--- src/rtl/io_terminal_port.sv ---
// io_terminal_port: device side of the programmed-I/O terminal.
// Holds INPR/OUTR/FGI/FGO and handshakes with keyboard and printer.
module io_terminal_port #(
   parameter int DATA_W    = 8,
   parameter int PRN_DELAY = 4
) (
   input  logic              clk,
   input  logic              rst,
   input  logic [15:0]       bus_in,
   input  logic              ld_outr,
   input  logic              reset_fgi,
   input  logic              reset_fgo,
   input  logic [DATA_W-1:0] kbd_data,
   input  logic              kbd_valid,
   output logic              kbd_ready,
   output logic [DATA_W-1:0] prn_data,
   output logic              prn_valid,
   input  logic              prn_ready,
   output logic [DATA_W-1:0] inpr,
   output logic              fgi,
   output logic              fgo,
   output logic              ovr_err
);

   localparam logic [1:0] S_IDLE = 2'd0;
   localparam logic [1:0] S_SEND = 2'd1;
   localparam logic [1:0] S_BUSY = 2'd2;

   localparam logic [7:0] C_LOAD = 8'(PRN_DELAY - 1);

   logic [DATA_W-1:0] r_inpr;
   logic              r_fgi;
   logic [DATA_W-1:0] r_outr;
   logic              r_fgo;
   logic              r_ovr;
   logic [1:0]        r_state;
   logic [7:0]        r_cnt;

   logic w_kbd_hs;
   logic w_idle;
   logic w_ld_ok;
   logic w_done;
   logic w_unused_bus;

   assign w_kbd_hs     = kbd_valid & ~r_fgi;
   assign w_idle       = (r_state == S_IDLE);
   assign w_ld_ok      = ld_outr & w_idle & r_fgo;
   assign w_done       = (r_state == S_BUSY) & (r_cnt == 8'd0);
   assign w_unused_bus = ^bus_in[15:DATA_W];

   assign kbd_ready = ~r_fgi;
   assign prn_valid = (r_state == S_SEND);
   assign prn_data  = r_outr;
   assign inpr      = r_inpr;
   assign fgi       = r_fgi;
   assign fgo       = r_fgo;
   assign ovr_err   = r_ovr;

   // Keyboard side: capture a character and raise FGI; INP clears FGI.
   always_ff @(posedge clk) begin
      if (rst) begin
         r_inpr <= '0;
         r_fgi  <= 1'b0;
      end else if (w_kbd_hs) begin
         r_inpr <= kbd_data;
         r_fgi  <= 1'b1;
      end else if (reset_fgi) begin
         r_fgi <= 1'b0;
      end
   end

   // Printer side: offer OUTR, then count printer latency before idling.
   always_ff @(posedge clk) begin
      if (rst) begin
         r_state <= S_IDLE;
         r_outr  <= '0;
         r_cnt   <= 8'd0;
      end else begin
         unique case (r_state)
            S_IDLE: begin
               if (w_ld_ok) begin
                  r_outr  <= bus_in[DATA_W-1:0];
                  r_state <= S_SEND;
               end
            end
            S_SEND: begin
               if (prn_ready) begin
                  r_cnt   <= C_LOAD;
                  r_state <= S_BUSY;
               end
            end
            S_BUSY: begin
               if (r_cnt == 8'd0) begin
                  r_state <= S_IDLE;
               end else begin
                  r_cnt <= r_cnt - 8'd1;
               end
            end
            default: r_state <= S_IDLE;
         endcase
      end
   end

   // FGO: printer completion sets it and beats a coincident clear.
   always_ff @(posedge clk) begin
      if (rst) begin
         r_fgo <= 1'b1;
      end else if (w_done) begin
         r_fgo <= 1'b1;
      end else if (reset_fgo) begin
         r_fgo <= 1'b0;
      end
   end

   // Sticky error: OUTR load while not ready, or clear racing completion.
   always_ff @(posedge clk) begin
      if (rst) begin
         r_ovr <= 1'b0;
      end else if ((ld_outr & ~w_ld_ok) | (w_done & reset_fgo)) begin
         r_ovr <= 1'b1;
      end
   end

endmodule

--- config.mk ---
export PLATFORM = sky130hd
export DESIGN_NAME = io_terminal_port
export DESIGN_NICKNAME = d
export VERILOG_FILES = /design/src/rtl/io_terminal_port.sv
export SDC_FILE = /design/constraint.sdc
export NUM_CORES = 1
export LEC_CHECK = 0
export BUFFER_PORTS_ARGS = -buffer_cell sky130_fd_sc_hd__buf_4
export CORE_ASPECT_RATIO = 0.7
export CORE_UTILIZATION = 50
export CTS_CLUSTER_DIAMETER = 40
export DETAILED_ROUTE_END_ITERATION = 10
export PLACE_DENSITY = 0.83
export SLEW_MARGIN = 20
export SYNTH_ARGS = -nofsm -noshare
export SYNTH_HDL_FRONTEND = slang
export SYNTH_SLANG_ARGS = --single-unit
--- constraint.sdc ---
create_clock -name clk -period 2.6 [get_ports clk]
set_input_delay 0.52 -clock clk [delete_from_list [all_inputs] [get_ports clk]]
set_output_delay 0.52 -clock clk [all_outputs]
set_load 0.02 [all_outputs]
Word level (Yosys, flattened, before mapping):

Index checks and enable logic that the tools add are counted.

* bits in registers: 29
* logic and storage cells: 40

* mux-type cells: 9
* equality and inequality tests: 6
* bitwise logic cells: 9
* add/sub/neg operators: 1
* reduce and logical (&&, ||, !) cells: 8

Operators by type and width (count)
* $mux 8: 2
* $pmux 8 s2: 1
* $logic_not 8->1: 1
* $sub 8x1->8 const B: 1
* $and 1x1->1: 6
* $mux 2: 3
* $ne 2x1->1 const B: 3
* $pmux 2 s3: 1
* $reduce_and 3->1: 2
* $reduce_bool 2->1: 2
* $eq 2x1->1 const B: 1
* $eq 2x2->1 const B: 1
* $logic_not 2->1: 1
* $mux 1: 2
* $ne 2x2->1 const B: 1
* $not 1->1: 2
* $reduce_and 2->1: 1
* $reduce_or 2->1: 1
* $or 1x1->1: 1

Logic depth before layout (Yosys ltp):

Gate-level depths: netlist (run 1).

* depth in word-level cells: 6
* depth in mapped cells: 6
* mapped depth without buffers: 6

Worst setup path after synthesis (run 1):

Ideal clock, no wire load.

* path kind: register -> register
* start: register r_cnt[2]
* end: register r_cnt[4]
* data arrival time: 1.580 ns
* slack: 0.949 ns
* path buffers: 0
* stages on the path, launching flop included: 5
* path through: dfxtp_1 > or4_4 > o31a_1 > o211ai_2 > mux2i_1

* word-level cells in the longest chain between the ends: 3

Ends and longest elaborated chain
* from (decl): line 37 `logic [7:0] r_cnt;`
* from (signal assigned): line 96 `r_cnt <= r_cnt - 8'd1;`
* $sub 8x1->8 or $logic_not 8->1 (tied branches): line 96, 93
* $mux 8 or $ne 2x2->1 (tied branches)
* $pmux 8 s2 or $reduce_and 3->1 (tied branches)

Parallel ways exist; a longest one is shown, timed or not. The select of a mux whose other input is x is not followed.
A chain may end at the register's enable or synchronous reset.

Worst setup path in the final report (run 1):

* start: register r_cnt[2]
* end: register r_cnt[6]

The elaborated chain is that of the path after synthesis.

==> impl_metrics.ini, run 1 <==
[run_status]
status = finished clean

[setup_path]
r2r-start = r_cnt[2]
crit_path_max_fanout = 6
crit_arrival_ns = 2.07
reg2reg_depth = 4
cp-startpoint = r_cnt[2]
critical_path.startpoint_type = flip-flop
r2r_setup_slack_ns = 0.78
crit_path_cell_trace = or4_4 > o31a_1 > o21ai_1 > mux2i_1
path_buf_inv = 0
critPathKind = flip-flop to flip-flop
cpMaxStageDelayCell = or4_4
cp.depth = 4
r2r_end = r_cnt[6]
cp.required_ns = 2.86
critPathCaptureType = flip-flop
slowest_delay_ns = 0.60
cp_top_family = simple AND/OR/NAND/NOR gates

[timing]
worstMarginPinSlew_ns = 0.5251
setup-tns-final_ns = 0
maxSlewHeadroom = 0.6492
finalMaxSlewViolations = 0
fin_crit_ns = 1.819
rsz0062_at_grt = no
setup_violations = 0
fmax_mhz = 549.8
clock-skew-final_ns = 0.006967
finalCritPeriodShare = 0.6996
hold_viol = 0

[cts]
cts_tree = yes
cts.clk_slew.worst_paths_ns = 0.09
root_buffer = clkbuf_4
cts_resized = 0
cts_buffers = 5
clock-sinks = 29
clock_latency_ns = 0.33
hold_buffers = 0
htreeDepth = 2
cts_setup_buffers = 0
cts_buffer_depth = 2

[power_and_ir_drop]
finalPower_w = 0.001041
ir_drop_mv = 0.3564
power_density_nw_per_um2 = 631.2
p_leak_nw = 0.7531

[logic_synthesis]
synth_warnings = 0
synth_seq_area_share = 0.4687
syn_area_um2 = 1239
synth_mux_area_frac = 0.04848
synth_edf_count = 0
synth_top_family_by_area = simple AND/OR/NAND/NOR gates
synth_area_leaders = dfxtp_1 (47%), nand2_1 (12%), a21oi_1 (7.7%), mux2i_1 (4.8%), nor2b_1 (2.5%)
yosys.area_share.simple = 0.2667
yosys.area_share.xor_xnor = 0
synth_commonest_cells = nand2_1 (41), dfxtp_1 (29), a21oi_1 (19)
synth.net_count = 185
synth_compound_gate_area_share = 0.1596
synth_cell_types = 30
synth.most_common_cell = nand2_1
synth_fa_ha_area_frac = 0.02020
postSynthCellCount = 152
synth.top_cell.area_share = 0.4687
postSynth.asyncResetShare = 0
synth_area_leader_cell = dfxtp_1
synthFlopType = dfxtp_1
ys_ff_latch = 29
avgSynthCellArea_um2 = 8.149

[grt]
grt_pass1_wl_um = 4871
grt_max_degree = 31
grt_pass1_vias = 1101
grt_use_total = 0.2581
grt_overflow = 0
antenna_found_initial = 0

[final_layout]
utilization = 0.7355
diodes = 0
nNetsFinal = 229
num-fill-cells = 171
drive_gt1_frac = 0.2893
fin_cells = 229
area_growth_pct = 33.13

[detailed_routing]
vias = 1204
wl_met1_um = 1254
routedWlPerCell_um = 13.09
drtPass1Iterations = 4
route.detailed.drc = 0
top_layer = met4
first_iter_violations = 43
drt-vias-per-instance = 5.258
wirelength_um = 2998
met2WireLength_um = 1496
antenna_left = 0
route.met3.wl_um = 165

[floorplanning]
ioPinCount = 52
core_area_um2 = 2242
initial_core_util = 0.5525
die-width_um = 61.49
fp.dieH_um = 43.65
num_rows = 14
die_area_um2 = 2684

[hold_path]
hold_path_class = primary input to flip-flop
holdPathStages = 2
min_to = fgi
hold_path_startpoint = reset_fgi

[placed_design]
dp.cells = 221
hpwl_um = 2170
io_buffers = 43
place.gp.congestion = 0.8463

[flow_run]
drv_cap = 0
-- worst max path at each step --
stage	endpoint	slack (ns)
after global routing	r_cnt[0]	0.67
after detailed placement	r_cnt[6]	0.82
after CTS	r_cnt[6]	0.79
after floorplan	r_cnt[4]	0.95
final	r_cnt[6]	0.78
after global placement	r_cnt[2]	0.87
-- stage by stage --
stage	cell area (µm²)	worst slack [ns]	hold WS (ns)
2_1_floorplan	1239	0.9488	0.4415
3_3_place_gp	1579	0.8696	0.4419
3_5_place_dp	1579	0.8208	0.4531
4_1_cts	1649	0.7941	0.3575
5_1_grt	1649	0.6672	0.3481
6_report	1649	0.7811	0.3686
-- routing by layer --
layer	up-vias	track usage
met5	-	0
met4	0	0.1733
met3	10	0.07463
met2	42	0.4086
met1	545	0.3015
li1	607	-
-- flip-flops by register name, indices dropped and copies added (netlist names) --
register  count
inpr          8
prn_data      8
r_cnt         8
r_state       2
fgi           1
fgo           1
ovr_err       1
-- worst reg2reg max path, stage by stage, from the launching register on --
cell and delay (ns):
dfxtp_1 0.38, or4_4 0.60, o31a_1 0.38, o21ai_1 0.20, mux2i_1 0.20
-- placed cells by master (no fill, tap or decap), drive strengths merged --
cell / count
nor3: 3
and3b: 1
mux2i: 6
nand3: 1
a21oi: 19
nor2b: 5
a211oi: 3
or2: 1
clkinv: 1
nand2: 41
o21ai: 5
inv: 6
dfxtp: 29
buf: 43
or4: 2
and2: 1
a221o: 1
o211ai: 1
ha: 2
o31ai: 1
a31oi: 1
o31a: 1
a211o: 1
or3: 7
nand2b: 2
clkbuf: 7
nor3b: 1
nor2: 5
-- logic make-up (layout without fill, tap and decap cells) --
group                    Yosys count  count (layout)
flip-flops                        29              29
AO/OA/AOI/OAI                     33              33
multiplexers                       6               6
AND/OR/NAND/NOR                   70              70
buffers and inverters             12              57
adder cells (fa/ha/maj)            2               2
-- where the power goes --
group	internal [W]	switching, W
Sequential	0.000476	0.0000262
Combinational	0.000105	0.000123
Clock	0.000157	0.000154
Total	0.000738	0.000303
-- area by class of cell --
class | count | area (µm²) | share of cell area
Sequential cell | 29 | 580.6 | 0.3520
Clock buffer | 7 | 65.06 | 0.03945
Timing Repair Buffer | 43 | 322.8 | 0.1958
Clock inverter | 1 | 5.005 | 0.003035
Tap cell | 32 | 40.04 | 0.02428
Inverter | 6 | 22.52 | 0.01366
Multi-Input combinational cell | 111 | 613.1 | 0.3718
No activity file was read; power rests on OpenSTA's default activity.
==> run 2, diff against run 1 <==
--- a/config.mk
+++ b/config.mk
@@ -5,12 +5,13 @@
 export SDC_FILE = /design/constraint.sdc
 export NUM_CORES = 1
 export LEC_CHECK = 0
+export ABC_AREA = 1
 export BUFFER_PORTS_ARGS = -buffer_cell sky130_fd_sc_hd__buf_4
 export CORE_ASPECT_RATIO = 0.7
-export CORE_UTILIZATION = 50
+export CORE_UTILIZATION = 42
 export CTS_CLUSTER_DIAMETER = 40
 export DETAILED_ROUTE_END_ITERATION = 10
-export PLACE_DENSITY = 0.83
+export PLACE_DENSITY = 0.74
 export SLEW_MARGIN = 20
 export SYNTH_ARGS = -nofsm -noshare
 export SYNTH_HDL_FRONTEND = slang
==> constraint.sdc (replaced) <==
create_clock -name clk -period 1.6 [get_ports clk]
set_input_delay 0.32 -clock clk [delete_from_list [all_inputs] [get_ports clk]]
set_output_delay 0.32 -clock clk [all_outputs]
set_load 0.02 [all_outputs]
==> run 2 against run 1 <==
  * Wire length shrank 7.5%
  * Synthesized area grew 4.1%
  * Combinational power grew 51%
  * Critical path depth grew 5
  * Via count grew 1.2%
  * Maximum frequency grew 33%
  * Highest routed layer unchanged
==> impl_metrics.ini, run 2 <==
[floorplanning]
die_area_um2 = 3300
num_rows = 16
fp.dieH_um = 48.37
die-width_um = 68.24
core_area_um2 = 2863
initial_core_util = 0.4506
ioPinCount = 52

[cts]
htreeDepth = 2
clock-sinks = 29
cts_resized = 0
cts_buffers = 5
clock_latency_ns = 0.27
root_buffer = clkbuf_8
cts_buffer_depth = 2
cts_tree = yes
cts_setup_buffers = 0
hold_buffers = 0
cts.clk_slew.worst_paths_ns = 0.06

[detailed_routing]
route.detailed.drc = 0
first_iter_violations = 53
vias = 1219
wirelength_um = 2774
drt-vias-per-instance = 4.743
routedWlPerCell_um = 10.79
antenna_left = 0
drtPass1Iterations = 4

[grt]
grt_use_total = 0.1898
grt_max_degree = 20
antenna_found_initial = 0
grt_pass1_wl_um = 4636
grt_pass1_vias = 1020
grt_overflow = 0

[timing]
fin_crit_ns = 1.371
hold_viol = 0
finalCritPeriodShare = 0.8568
finalMaxSlewViolations = 0
rsz0062_at_grt = no
setup-tns-final_ns = 0
worstMarginPinSlew_ns = 0.4419
maxSlewHeadroom = 0.7051
fmax_mhz = 729.5
setup_violations = 0
clock-skew-final_ns = 0.004989

[setup_path]
cpMostUsedCell = nor2_1
crit_path_max_fanout = 9
cp.required_ns = 1.76
slowest_delay_ns = 0.31
cpMaxStageDelayCell = dfxtp_1
critical_path.startpoint_type = flip-flop
critPathKind = flip-flop to flip-flop
crit_arrival_ns = 1.53
critPathCaptureType = flip-flop
crit_path_cell_trace = inv_1 > ha_1 > nand3_2 > nor2_4 > nor2_4 > nor2_8 > nor2_1 > nor2_1 > nor2_1
path_buf_inv = 1
r2r_setup_slack_ns = 0.23
cp_top_family = simple AND/OR/NAND/NOR gates

[final_layout]
drive_gt1_frac = 0.2986
area_growth_pct = 35.40
fin_cells = 257
final_common_cell = buf_4
diodes = 0
layout_common_cells = buf_4 (45), nor2_1 (30), dfxtp_1 (29)
utilization = 0.6101
nNetsFinal = 254

[logic_synthesis]
synth_cell_types = 23
postSynth.asyncResetShare = 0
synth_seq_area_share = 0.4500
synth.most_common_cell = nor2_1
synth_area_leaders = dfxtp_1 (45%), nor2_1 (8.7%), o21ai_0 (7.4%), inv_1 (6.4%), nand2_1 (6.4%)
synth_area_leader_cell = dfxtp_1
postSynthCellCount = 172
syn_area_um2 = 1290
synth.top_cell.area_share = 0.4500
synth_edf_count = 0
synth.net_count = 205
synth_warnings = 0
ys_ff_latch = 29
synthFlopType = dfxtp_1
synth_commonest_cells = nor2_1 (30), dfxtp_1 (29), inv_1 (22), nand2_1 (22), o21ai_0 (19)
avgSynthCellArea_um2 = 7.500

[power_and_ir_drop]
power_density_nw_per_um2 = 991.3
p_leak_nw = 0.8181
ir_drop_mv = 0.5791
finalPower_w = 0.001732

[run_status]
status = finished clean

[flow_run]
drv_cap = 0

[placed_design]
place.gp.congestion = 0.7832
dp.cells = 250
hpwl_um = 2034
io_buffers = 43

[hold_path]
hold_path_class = primary input to flip-flop
[run 2: changes by cell type after synthesis, moves of 4 or more]
cell / delta
a21oi_1: -4
inv_1: +16
mux2i_1: -6
nand2_1: -19
nand3_1: +6
nor2_1: +25
nor2b_1: -5
o21ai_0: +17
or3_1: -5
[run 2: power breakdown]
group          total [W]  internal, W  switching [W]
registers       0.000798     0.000771      0.0000263
clock network   0.000592     0.000340       0.000252
logic           0.000342     0.000151       0.000190
[run 2: through the flow]
stage | hold slack, ns | setup WS [ns] | area, µm²
2_1_floorplan | 0.4204 | 0.3005 | 1290
3_3_place_gp | 0.4354 | 0.2558 | 1660
3_5_place_dp | 0.4377 | 0.2191 | 1660
4_1_cts | 0.2589 | 0.2079 | 1747
5_1_grt | 0.2551 | 0.1138 | 1747
6_report | 0.2572 | 0.2292 | 1747
[run 2: area by class of cell]
cell class                 instances  area [µm²]
inverter                          24       90.09
timing repair buffer              45       337.8
fill                             283        1116
tap                               36       45.04
multi-input combinational        116       606.8
clock buffer                       7       86.33
sequential                        29       580.6
[run 2: cell families after synthesis]
logic type / synth area share
simple gates: 0.2658
compound gates: 0.1649
flops: 0.4501
buf+inv: 0.07953
xor+xnor: 0.02037
fa+ha+maj: 0.01940
[run 2: worst paths after layout]
path / start / endpoint / depth (start not counted)
setup / recovery: r_cnt[1] / r_cnt[7] / 9
hold / removal: reset_fgo / fgo / 2
setup reg to reg: r_cnt[1] / r_cnt[7] / 9
hold reg to reg: prn_data[7] / prn_data[7] / 2
[run 2: worst reg2reg max path: cells and delay by family, from the launching register on]
| family | cells | cell delay [ns] |
|---|---|---|
| AND/OR/NAND/NOR | 7 | 0.68 |
| buffers and inverters | 1 | 0.11 |
| adder cells (fa/ha/maj) | 1 | 0.17 |
| flip-flops | 1 | 0.31 |
[run 2: routing by layer]
layer  wire length (µm)  global-route usage
met5                  0                   0
met4                 14             0.05208
met3                251             0.09434
met2               1127              0.2663
met1               1381              0.2540
